[src/rtl/mole_controller.sv]
// Whack-a-mole mole controller: lights one LED per mole for a difficulty-dependent
// time and judges debounced whack pulses, returning one-cycle hit/miss/timeout pulses.
module mole_controller #(
  parameter int unsigned TICK_DIV  = 100000,
  parameter int unsigned GAP_MS    = 200,
  parameter int unsigned UP_MS_0   = 1000,
  parameter int unsigned UP_MS_1   = 700,
  parameter int unsigned UP_MS_2   = 400,
  parameter logic [15:0] LFSR_SEED = 16'hACE1
) (
  input  logic       clk,
  input  logic       rst,
  input  logic       enable,
  input  logic [1:0] difficulty_level,
  input  logic [3:0] btn_hit,
  output logic [3:0] mole_leds,
  output logic [1:0] mole_index,
  output logic       hit_pulse,
  output logic       miss_pulse,
  output logic       timeout_pulse
);

  localparam int unsigned PW     = (TICK_DIV > 2) ? $clog2(TICK_DIV) : 1;
  localparam int unsigned M01    = (UP_MS_0 > UP_MS_1) ? UP_MS_0 : UP_MS_1;
  localparam int unsigned M012   = (M01 > UP_MS_2) ? M01 : UP_MS_2;
  localparam int unsigned MS_MAX = (M012 > GAP_MS) ? M012 : GAP_MS;
  localparam int unsigned MS_W   = $clog2(MS_MAX + 1);

  localparam logic [PW-1:0]   TICK_LAST = PW'(TICK_DIV - 1);
  localparam logic [MS_W-1:0] GAP_LAST  = MS_W'(GAP_MS - 1);

  typedef enum logic [1:0] {
    S_IDLE = 2'd0,
    S_GAP  = 2'd1,
    S_UP   = 2'd2
  } state_e;

  state_e          state_q;
  logic [PW-1:0]   presc_q;
  logic [MS_W-1:0] ms_cnt_q;
  logic [15:0]     lfsr_q;
  logic [1:0]      diff_q;
  logic [3:0]      leds_q;
  logic [1:0]      idx_q;
  logic            hit_q;
  logic            miss_q;
  logic            to_q;

  logic [15:0]     lfsr_d;
  logic [PW-1:0]   presc_d;
  logic            ms_tick;
  logic [1:0]      cand;
  logic [1:0]      idx_d;
  logic [MS_W-1:0] up_last;
  logic            gap_done;
  logic            up_done;
  logic            btn_match;
  logic            btn_any;

  // Galois right-shift LFSR, free running so the mole position depends on player timing.
  assign lfsr_d  = lfsr_q[0] ? ({1'b0, lfsr_q[15:1]} ^ 16'hB400) : {1'b0, lfsr_q[15:1]};
  assign ms_tick = (state_q != S_IDLE) && (presc_q == TICK_LAST);
  assign presc_d = ms_tick ? '0 : presc_q + PW'(1);

  assign cand  = lfsr_q[1:0];
  assign idx_d = (cand == idx_q) ? cand + 2'd1 : cand;

  always_comb begin
    up_last = MS_W'(UP_MS_2 - 1);
    case (diff_q)
      2'd0:    up_last = MS_W'(UP_MS_0 - 1);
      2'd1:    up_last = MS_W'(UP_MS_1 - 1);
      default: up_last = MS_W'(UP_MS_2 - 1);
    endcase
  end

  assign gap_done  = ms_tick && (ms_cnt_q == GAP_LAST);
  assign up_done   = ms_tick && (ms_cnt_q == up_last);
  assign btn_match = (btn_hit == leds_q);
  assign btn_any   = (btn_hit != 4'd0);

  always_ff @(posedge clk) begin
    if (rst) begin
      state_q  <= S_IDLE;
      presc_q  <= '0;
      ms_cnt_q <= '0;
      lfsr_q   <= LFSR_SEED;
      diff_q   <= 2'd0;
      leds_q   <= 4'd0;
      idx_q    <= 2'd0;
      hit_q    <= 1'b0;
      miss_q   <= 1'b0;
      to_q     <= 1'b0;
    end else begin
      lfsr_q <= lfsr_d;
      hit_q  <= 1'b0;
      miss_q <= 1'b0;
      to_q   <= 1'b0;
      if (!enable) begin
        // Abort silently: no verdict for a mole cut short by the FSM.
        state_q  <= S_IDLE;
        presc_q  <= '0;
        ms_cnt_q <= '0;
        leds_q   <= 4'd0;
      end else begin
        case (state_q)
          S_IDLE: begin
            state_q  <= S_GAP;
            presc_q  <= '0;
            ms_cnt_q <= '0;
          end
          S_GAP: begin
            presc_q <= presc_d;
            if (gap_done) begin
              state_q  <= S_UP;
              ms_cnt_q <= '0;
              idx_q    <= idx_d;
              leds_q   <= 4'b0001 << idx_d;
              diff_q   <= difficulty_level;
            end else if (ms_tick) begin
              ms_cnt_q <= ms_cnt_q + MS_W'(1);
            end
          end
          S_UP: begin
            presc_q <= presc_d;
            if (btn_match) begin
              hit_q    <= 1'b1;
              leds_q   <= 4'd0;
              state_q  <= S_GAP;
              ms_cnt_q <= '0;
            end else begin
              // A wrong press does not stop the timer, so miss and timeout may coincide.
              miss_q <= btn_any;
              if (up_done) begin
                to_q     <= 1'b1;
                leds_q   <= 4'd0;
                state_q  <= S_GAP;
                ms_cnt_q <= '0;
              end else if (ms_tick) begin
                ms_cnt_q <= ms_cnt_q + MS_W'(1);
              end
            end
          end
          default: begin
            state_q <= S_IDLE;
            leds_q  <= 4'd0;
          end
        endcase
      end
    end
  end

  assign mole_leds     = leds_q;
  assign mole_index    = idx_q;
  assign hit_pulse     = hit_q;
  assign miss_pulse    = miss_q;
  assign timeout_pulse = to_q;

endmodule

[config.mk]
export PLATFORM = sky130hd
export DESIGN_NAME = mole_controller
export DESIGN_NICKNAME = d
export VERILOG_FILES = /design/src/rtl/mole_controller.sv
export SDC_FILE = /design/constraint.sdc
export NUM_CORES = 1
export LEC_CHECK = 0
export ABC_AREA = 1
export CAP_MARGIN = 20
export CELL_PAD_IN_SITES_DETAIL_PLACEMENT = 1
export CELL_PAD_IN_SITES_GLOBAL_PLACEMENT = 1
export CORE_MARGIN = 3
export CORE_UTILIZATION = 43
export CTS_CLUSTER_DIAMETER = 40
export DETAILED_ROUTE_END_ITERATION = 8
export HOLD_SLACK_MARGIN = 0.06
export PLACE_DENSITY_LB_ADDON = 0.1
export SLEW_MARGIN = 20
export SYNTH_ARGS = -nofsm -noshare
export SYNTH_HDL_FRONTEND = slang
export SYNTH_SLANG_ARGS = --single-unit
export TNS_END_PERCENT = 20
[constraint.sdc]
create_clock -name clk -period 2.4 [get_ports clk]
set_input_delay 0.36 -clock clk [delete_from_list [all_inputs] [get_ports clk]]
set_output_delay 0.36 -clock clk [all_outputs]
set_load 0.01 [all_outputs]
## Word-level counts from Yosys, hierarchy flattened

Index checks and enable logic that the tools add are counted.

- Flip-flop bits (word level): 56
- Input port bits: 9
- Output and inout bits: 9
- Word-level logic and storage cells: 64

- Add/sub/neg operators: 3
- Equal/unequal tests: 10
- Shift-type cells: 1
- Mux-type cells: 20
- Bitwise operators: 4
- Reductions and logical operators: 16

Operator list:

| cell | number |
|---|---|
| 10-bit two-way mux | 4 |
| 17-bit case mux with 2 select lines | 1 |
| 10-bit case mux with 3 select lines | 1 |
| 10-bit case mux with 2 select lines | 1 |
| 17-bit by 1-bit adder with 17-bit output (second input constant) | 1 |
| 17-bit equality test (second input constant) | 1 |
| 17-bit two-way mux | 1 |
| 16-bit two-way mux | 1 |
| 4-bit two-way mux | 3 |
| 4-bit case mux with 3 select lines | 1 |
| 10-bit by 1-bit adder with 10-bit output (second input constant) | 1 |
| 10-bit equality test | 1 |
| 10-bit by 8-bit equality test with 1-bit output (second input constant) | 1 |
| 2-bit two-way mux | 4 |
| 2-bit case mux with 3 select lines | 1 |
| 3-bit AND reduction | 2 |
| 2-bit by 1-bit equality test with 1-bit output (second input constant) | 2 |
| 4-bit equality test | 1 |
| 2-bit logical NOT | 2 |
| 3-bit NOT with 4-bit output | 1 |
| 2-bit nonzero test | 2 |
| 4-bit nonzero test | 1 |
| 2-bit OR reduction | 2 |
| 4-bit OR reduction | 1 |
| other kinds (12) | 17 |

## Longest topological paths before layout

- Depth in word-level cells: 7
- Depth in mapped cells: 13
- Mapped depth without buffers: 13

## Worst setup path before layout

No wires, ideal clock.

- Kind: reg2reg
- Start point: reg state_q[0]
- End point: reg ms_cnt_q[8]
- Setup time: 138 ps
- Arrival: 1673 ps
- Required time: 2262 ps
- Slack: 589 ps
- Cell stages (with the launch flop): 14
- Path buffers: 1
- Clock period less this slack: 1811 ps
- Cells stage by stage: dfxtp_1 -> inv_1 -> ha_1 -> inv_2 -> nand2_1 -> nor2_4 -> nand2_4 -> nor2_8 -> nand3_4 -> nand2_4 -> nand2_4 -> buf_6 -> nand3_2 -> a21oi_2

- Word-level cells in the longest chain between the ends: 6
- Elaborated cells between the ends (all ways): 13
- Those cells by class: eq/ne (2); mux (5); reduce/logical (6)

Ends and longest elaborated chain:

| item | line | source |
|---|---|---|
| start, declared | 38 | `state_e state_q;` |
| start signal, assigned | 84 | `state_q <= S_IDLE;` |
| start signal, assigned | 101 | `state_q <= S_IDLE;` |
| start signal, assigned | 108 | `state_q <= S_GAP;` |
| 2-bit nonzero test | 62 | `assign ms_tick = (state_q != S_IDLE) && (presc_q == TICK_LAST);` |
| 1-bit logical AND | 62 |  |
| 10-bit two-way mux or 1-bit logical AND (tied branches) | - |  |
| 10-bit two-way mux | 134 | `if (up_done) begin` |
| 10-bit two-way mux | 126 | `if (btn_match) begin` |
| 10-bit case mux with 3 select lines | 106 | `case (state_q)` |
| end signal, assigned | 121 | `ms_cnt_q <= ms_cnt_q + MS_W'(1);` |
| end signal, assigned | 140 | `ms_cnt_q <= ms_cnt_q + MS_W'(1);` |
| end, declared | 40 | `logic [MS_W-1:0] ms_cnt_q;` |

Parallel ways exist; a longest one is shown, timed or not.
A chain may end at the register's enable or synchronous reset.

## Worst setup path after layout

- Start point: reg state_q[0]
- End point: reg ms_cnt_q[7]

The elaborated chain is that of the path after synthesis.

==> summary.md <==
| Metric | Value |
|---|---|
| Status | finished clean |
| Slowest CP cell | dfxtp_1 |
| WL final | 8690 um |
| Avg Cell Area, Syn | 6.82 sq um |
| Finish-stage setup viols | 0 |
| Setup CP Type | reg2reg |
| Clock network fraction of total power | 34.8% |
| Total track usage | 21.3% |
| Flops & latches, synth | 56 |
| NumNets Final | 513 |
| Maxcap violations | 0 |
| First-pass GRT wire length | 15,300 um |
| Die Ht | 93.7 um |
| Reg2Reg Setup Slack | 0.33 ns |
| Clk root buf | clkbuf_8 |
| Clock latency on the worst-skew pair | 0.32 ns |
| Share of cells above drive strength 1 | 14.4% |
| Number of gates resized after CTS | 0 |
| # rows | 31 |
| Leakage power | 1.46 nW |
| Via Count | 3,057 |
| CP startpoint kind | flip-flop |
| Post-route clock period utilization | 86.1% |
| Worst-path fanout max | 11 |
| Worst min path class | reg2reg |
| Cell count after placement | 590 |
| CTS tree | done |
| Slew @ Worst Pin | 0.485 ns |
| CP most frequent cell | nand2_4 |
| CTS buffer count | 5 |
| Max clock buf depth | 2 |
| Routed len/inst | 14.5 um |
| Power Density | 452 mW/mm^2 |
| Vias per cell | 5.11 |
| Final min period | 2.07 ns |
| First-pass iteration count of the detailed router | 5 |
| Hold path depth | 2 |
| Cell Chain, Critical Path | inv_1, ha_1, inv_2, nand2_1, nor2_4, nand2_4, nor2_8, nand3_4, nand2_4, nand2_4, nand3_1, a21oi_1 |
| Port-buffer cells | 17 |
| Setup TNS Final | 0 ns |
| Mapped Cells | 485 |
| Max IR drop VDD | 270 uV |
| Max-slew headroom | 67.4% |
| Fillcell total | 978 |
| H-Tree Depth | 2 |
| Setup crit end kind | flip-flop |
| Switching share of total power | 26.5% |
| Ant diodes | 0 |
| CP Data Arrival Time | 2.27 ns |
| Share of power burned in combinational logic | 7.2% |
| # IOs | 18 |
| Reg power frac | 58.0% |
| Max-slew violation count | 0 |
| Syn nets | 500 |
| Unrepaired setup endpoints after global routing | no |
| Critical Path Max Stage Delay | 0.42 ns |
| Antenna Nets Post-Route | 0 |
| CTS clock-pin slew for the worst setup and hold paths | 0.11 ns |
| Number of cells on the worst reg-to-reg path | 12 |
| Yosys warns | 0 |
| Clock Skew | 0.00784 ns |
| DRC viols | 0 |
| Initial antenna violation count | 0 |
| Fmax | 0.484 GHz |
| Final Instance Count excl. Fillers | 598 |
| Mapped cell area | 0.00331 sq mm |
| Core ar. | 0.00737 sq mm |
| Commonest non-fill, non-tap cells in the layout | 117 x nand2_1, 56 x inv_1, 56 x dfxtp_1, 51 x nor2_1, 33 x a21oi_1 |
| RD Place Congestion | 0.844 |
| Die Area | 0.00878 sq mm |
| Vias in the first global route | 3,238 |
| Distinct cells, synth | 37 |
| Final Hold Fails | 0 |
| Grt total ovfl | 0 |
| Internal power | 1.21 mW |
| Initial DRC count | 88 |
| Register area share after synthesis | 33.9% |
| Initial core utilization | 44.9% |
| Chip Width | 93.7 um |
| CTS Hold Bufs | 0 |
| Post-CTS setup repair buffer count | 0 |
| Area grow syn2layout | 10.5% |
| Hpwl dp | 6620 um |
| Commonest non-fill, non-tap cell in the layout | nand2_1 |
| Clock sinks | 56 |
| CP required | 2.61 ns |
| P_sw | 439 uW |
| Pin count of the biggest net entering global routing | 25 |
## final cells by class
type	instances	area (sq um)	area share, %
tap	99	124	3.39
clock inverter	3	28.8	0.787
inverter	67	254	6.95
sequential	56	1120	30.7
multi-input combinational	346	1850	50.6
timing repair buffer	22	208	5.68
clock buffer	5	68.8	1.88
## through the flow
stage	instance area, sq um	hold slack, ns	setup WS (ns)	total power [mW]	util (%)
after floorplan	3310	0.388	0.589	1.06	-
after global placement	3560	0.391	0.351	1.09	48.3
after detailed placement	3560	0.396	0.297	1.10	48.3
after CTS	3650	0.413	0.333	1.68	49.6
after global routing	3650	0.444	0.194	1.72	49.6
final	3650	0.411	0.333	1.65	49.6
## sequential cells by signal, indices dropped and copies added, names as in the netlist
signal / flops
presc_q: 17
lfsr_q: 16
ms_cnt_q: 10
mole_leds: 4
diff_q: 2
mole_index: 2
state_q: 2
hit_pulse: 1
miss_pulse: 1
timeout_pulse: 1
## layer usage
layer,vias to the layer above,wire (um),global-route usage [%]
met5,-,0,0
met4,0,83,5.29
met2,36,4130,35.5
li1,1570,-,-
met1,1444,4320,29.2
met3,7,153,2.64
## cells in the mapped netlist, drive strengths merged
cell	count	area share, %
nand2	129	16
inv	66	7.6
nor2	62	8.6
dfxtp	56	34
a21oi	42	7.4
nand3	35	7.8
o21ai	24	3.6
nor3	13	2.3
buf	10	1.8
nand4	9	1.7
xor2	9	2.4
clkbuf	6	0.68
ha	6	2.3
or2	4	0.76
nor4	3	0.57
xnor2	3	0.79
a31oi	2	0.38
a221oi	1	0.26
and3	1	0.19
clkinv	1	0.11
nor3b	1	0.23
o22ai	1	0.19
o31ai	1	0.23
## critical path, delay by kind of cell, from the launching register on
kind	cells	cell delay [ns]
flip-flops	1	0.42
buffers and inverters	2	0.23
AND/OR/NAND/NOR	8	1.00
AO/OA/AOI/OAI	1	0.06
adder cells (fa/ha/maj)	1	0.24
## kinds of logic (layout without fill, tap and decap cells)
| group | count (synthesis) | in the layout | share of synthesized area, % |
|---|---|---|---|
| AND/OR/NAND/NOR | 257 | 257 | 38.4 |
| buffers and inverters | 83 | 97 | 10.1 |
| AO/OA/AOI/OAI | 71 | 71 | 12.1 |
| flip-flops | 56 | 56 | 33.9 |
| XOR/XNOR | 12 | 12 | 3.18 |
| adder cells (fa/ha/maj) | 6 | 6 | 2.27 |
## path summary, 6_finish.rpt
kind | from | to
worst max-delay path | state_q[0] | ms_cnt_q[7]
worst min register to register | lfsr_q[2] | lfsr_q[1]
worst min-delay path | lfsr_q[2] | lfsr_q[1]
worst max register to register | state_q[0] | ms_cnt_q[7]
## power by group through the flow
stage                     Clock [mW]  Combinational (mW)  Sequential (mW)
after floorplan                    0              0.0779            0.977
after global placement             0               0.115            0.978
after detailed placement           0               0.119            0.979
after CTS                      0.600               0.121            0.958
after global routing           0.628               0.134            0.960
final                          0.574               0.119            0.958
Power figures use the tool's default switching activity.
